## src/rtl/shift_register.sv

```systemverilog
// rtl/shift_register.sv - DEPTH x WIDTH enabled shift register; optional sim checks under SHIFT_REGISTER_ASSERT_EN
module shift_register #(
  parameter int DEPTH = 4,
  parameter int WIDTH = 8
) (
  input  logic             clk,
  input  logic             reset,
  input  logic             shiftEnable,
  input  logic [WIDTH-1:0] wordIn,
  output logic [WIDTH-1:0] wordOut
);

  logic [WIDTH-1:0] stage_q [DEPTH];
  logic [WIDTH-1:0] stage_d [DEPTH];

  always_comb begin
    for (int i = 0; i < DEPTH; i++) begin
      stage_d[i] = stage_q[i];
    end
    if (shiftEnable) begin
      stage_d[0] = wordIn;
      for (int i = 1; i < DEPTH; i++) begin
        stage_d[i] = stage_q[i-1];
      end
    end
  end

  always_ff @(posedge clk) begin
    if (reset) begin
      for (int i = 0; i < DEPTH; i++) begin
        stage_q[i] <= '0;
      end
    end else begin
      for (int i = 0; i < DEPTH; i++) begin
        stage_q[i] <= stage_d[i];
      end
    end
  end

  assign wordOut = stage_q[DEPTH-1];

`ifdef SHIFT_REGISTER_ASSERT_EN
  if (DEPTH < 1 || WIDTH < 1) begin : g_bad_params
    $error("shift_register: DEPTH and WIDTH must both be >= 1");
  end

  // Shadow model: oldest word at the back, rebuilt with DEPTH zeros on reset.
  logic [WIDTH-1:0] model_q [$];
  logic             seen_reset_q;
  int unsigned      cycle_q;

  always @(posedge clk) begin
    cycle_q <= cycle_q + 1;
    if (seen_reset_q && !reset) begin
      if ($isunknown(shiftEnable) || $isunknown(reset))
        $error("shift_register: X/Z on control at cycle %0d", cycle_q);
      if (shiftEnable === 1'b1 && $isunknown(wordIn))
        $error("shift_register: X/Z on wordIn at cycle %0d", cycle_q);
      if (model_q.size() == DEPTH && wordOut !== model_q[DEPTH-1])
        $error("shift_register: wordOut %h != model %h at cycle %0d",
               wordOut, model_q[DEPTH-1], cycle_q);
    end
    if (reset === 1'b1) begin
      seen_reset_q <= 1'b1;
      model_q.delete();
      for (int i = 0; i < DEPTH; i++) model_q.push_back('0);
    end else if (shiftEnable === 1'b1 && model_q.size() == DEPTH) begin
      model_q.push_front(wordIn);
      void'(model_q.pop_back());
    end
  end
`endif

endmodule

```

## config.mk

```make
export PLATFORM = sky130hd
export DESIGN_NAME = shift_register
export DESIGN_NICKNAME = d
export VERILOG_FILES = /design/src/rtl/shift_register.sv
export SDC_FILE = /design/constraint.sdc
export NUM_CORES = 1
export LEC_CHECK = 0
export CORE_UTILIZATION = 46
export CTS_BUF_LIST = sky130_fd_sc_hd__clkbuf_16
export CTS_CLUSTER_DIAMETER = 30
export DETAILED_ROUTE_END_ITERATION = 10
export HOLD_SLACK_MARGIN = 0.15
export PLACE_DENSITY = 0.8
export SKIP_CTS_REPAIR_TIMING = 1
export SYNTH_ARGS = -nofsm -noshare
export SYNTH_HDL_FRONTEND = slang
export SYNTH_SLANG_ARGS = --single-unit
```

## constraint.sdc

```tcl
create_clock -name clk -period 0.8 [get_ports clk]
set_input_delay 0.08 -clock clk [delete_from_list [all_inputs] [get_ports clk]]
set_output_delay 0.08 -clock clk [all_outputs]
set_load 0.1 [all_outputs]
```

==> run summary <==
Status = finished, violations left
Violated checks = setup timing
Crit path buffers/inverters = 1
Synth Area in Simple Gates = 0.103
First-pass GRT wire length = 3.13 mm
Slowest-stage cell, CP = dfxtp_4
Synthesized flop and latch total = 32
Leakage = 0.708 nW
Setup slack after layout = -70.0 ps
CP arrival = 790 ps
Worst-Skew Late Latency = 270 ps
Share of cells above drive strength 1 = 0.208
Starting DRT DRC Count = 3
Cell family with most CP delay = flip-flops
Cells after Synth = 103
Logic pwr share = 0.072
Setup TNS = -530 ps
H-Tree Depth = 2
Met2 usage = 0.295
Post-DR vias/cell = 4.86
Largest regs = stage_q (32)
Final #Nets = 135
RePlAce Congestion = 0.693
Sw Pwr = 0.000736 W
Post-synthesis adder-cell area fraction = 0
Hold Path Class = in -> reg
Placed Area = 1450 µm²
HPWL after DPL = 1.30 mm
Syn Nets = 114
Distinct cell type count of the synthesized netlist = 6
Core box area = 2300 µm²
Overall Global Routing Usage = 0.161
Dpl ws = -172 ps
Fmax achieved = 1150 MHz
I/O Pins = 19
Final instance area = 1590 µm²
Largest Register = stage_q
Post-Synth XOR/XNOR Area = 0
Clock skew = 3.14 ps
TritonCTS clock tree = built
Post-synthesis mux area share = 0.275
Layout area overhead = 36.3%
DRC Markers = 0
Final WL = 1.93 mm
Largest net degree at the start of global routing = 33
Worst Path Required = 720 ps
CTS max path bufs = 2
Grt peak-use layer = met2
Internal = 0.00288 W
Crit-path max cell delay = 350 ps
Die area = 2730 µm²
Synth Area in Compound Gates = 0
Largest family of logic cells by synthesized area = multiplexers
Power share of the clock group = 0.472
TritonCTS Sinks = 32
Diodes inserted = 0
Worst setup SP type = flop
Vias in the first global route = 739
I/O Buffers = 18
FP Rows = 17
Max reg flops = 32
Hold Fails Final Rpt = 0
Met1 Track Usage GR = 0.159
YS warnings = 0
Overflow after GRT = 0
Final setup viols = 8
RSZ-0062 raised after global routing = true
Tcrit/Tclk final = 1.09
Max transition margin = 0.893
Reg clk slew, reported paths = 50 ps
Sequential-to-total area share from yosys stat = 0.551
Die Y = 52.3 µm
Initial antenna violation count = 0
Power Density = 2280 nW/µm²
Max cap viols = 0
Pins Over Slew Limit = 0
Post-route minimum period = 870 ps
Peak VDD IR = 2070 µV
Via count = 744
DR WL/cell = 12.6 µm
Clock root buffer = clkbuf_16
Cts bufs inserted = 5
DRT Pass-1 Iters = 3
Critical path peak fanout = 2
Worst-path cell chain = buf_12
Worst setup EP type = output pin
Tightest Pin Transition = 156 ps
Initial core utilization = 0.507
Grt met3 use = 0.0725
Synthesized area = 1160 µm²
Mapped Avg Cell Area = 11.3 µm²
Net Sw Frac = 0.204
Die width = 52.3 µm
Part of the power in registers = 0.456
CP Class = reg -> out
Final ANT Viol Nets = 0
## Yosys cell counts (all sizes together)
cell type,count,share of area
clkbuf,3,0.0097
buf,4,0.061
mux2i,32,0.28
dfxtp,32,0.55
nor2,32,0.10
## cell families after synthesis
kind of cell / after synthesis
DFF: 32
and+or+nand+nor: 32
buffers and inverters: 7
muxes: 32
## routing by layer
layer  share of wire  up-vias  wire length (µm)
met5               0        -                 0
met4               0        0                 0
met3           0.050        0                97
met2            0.52       15               994
met1            0.43      350               835
li1                -      379                 -
## stage by stage
stage / instances / util / hold slack (ps) / total power (W)
finish: 153 / 0.691 / 306 / 0.00361
global route: 153 / 0.691 / 352 / 0.00373
CTS: 153 / 0.691 / 314 / 0.00365
detailed placement: 145 / 0.631 / 485 / 0.00194
global placement: 145 / 0.631 / 476 / 0.00193
floorplan: 103 / - / 152 / 0.00186
## power by group through the flow
stage | Clock (W) | Combinational, W | Sequential (W)
2_1_floorplan | 0 | 0.000173 | 0.00169
3_3_place_gp | 0 | 0.000253 | 0.00168
3_5_place_dp | 0 | 0.000261 | 0.00168
4_1_cts | 0.00174 | 0.000262 | 0.00165
5_1_grt | 0.00180 | 0.000279 | 0.00165
6_report | 0.00170 | 0.000260 | 0.00165
## worst paths after layout
kind                               startpoint             to  slack [ps]  cells past startpoint
worst max-delay path            stage_q[3][0]     wordOut[0]         -70                      1
worst min-delay path              shiftEnable  stage_q[3][5]         310                      4
worst max register to register  stage_q[0][1]  stage_q[1][1]         150                      2
worst min register to register  stage_q[1][7]  stage_q[1][7]         490                      2
## layout by cell type (no fill, tap or decap), drive strengths merged
cell type      netlist  layout
mux2i               32      32
nor2                32      32
dfxtp               32      32
buf                  4      12
clkdlybuf4s50        0       9
clkbuf               3       5
inv                  0       2
clkinv               0       1
## layout make-up
cell class	instances	area, µm²
Tap cell	28	35.0
Clock buffer	5	125
Fill cell	182	711
Multi-Input combinational cell	64	440
Timing Repair Buffer	21	303
Clock inverter	3	12.5
Sequential cell	32	671
Power figures use the tool's default switching activity.
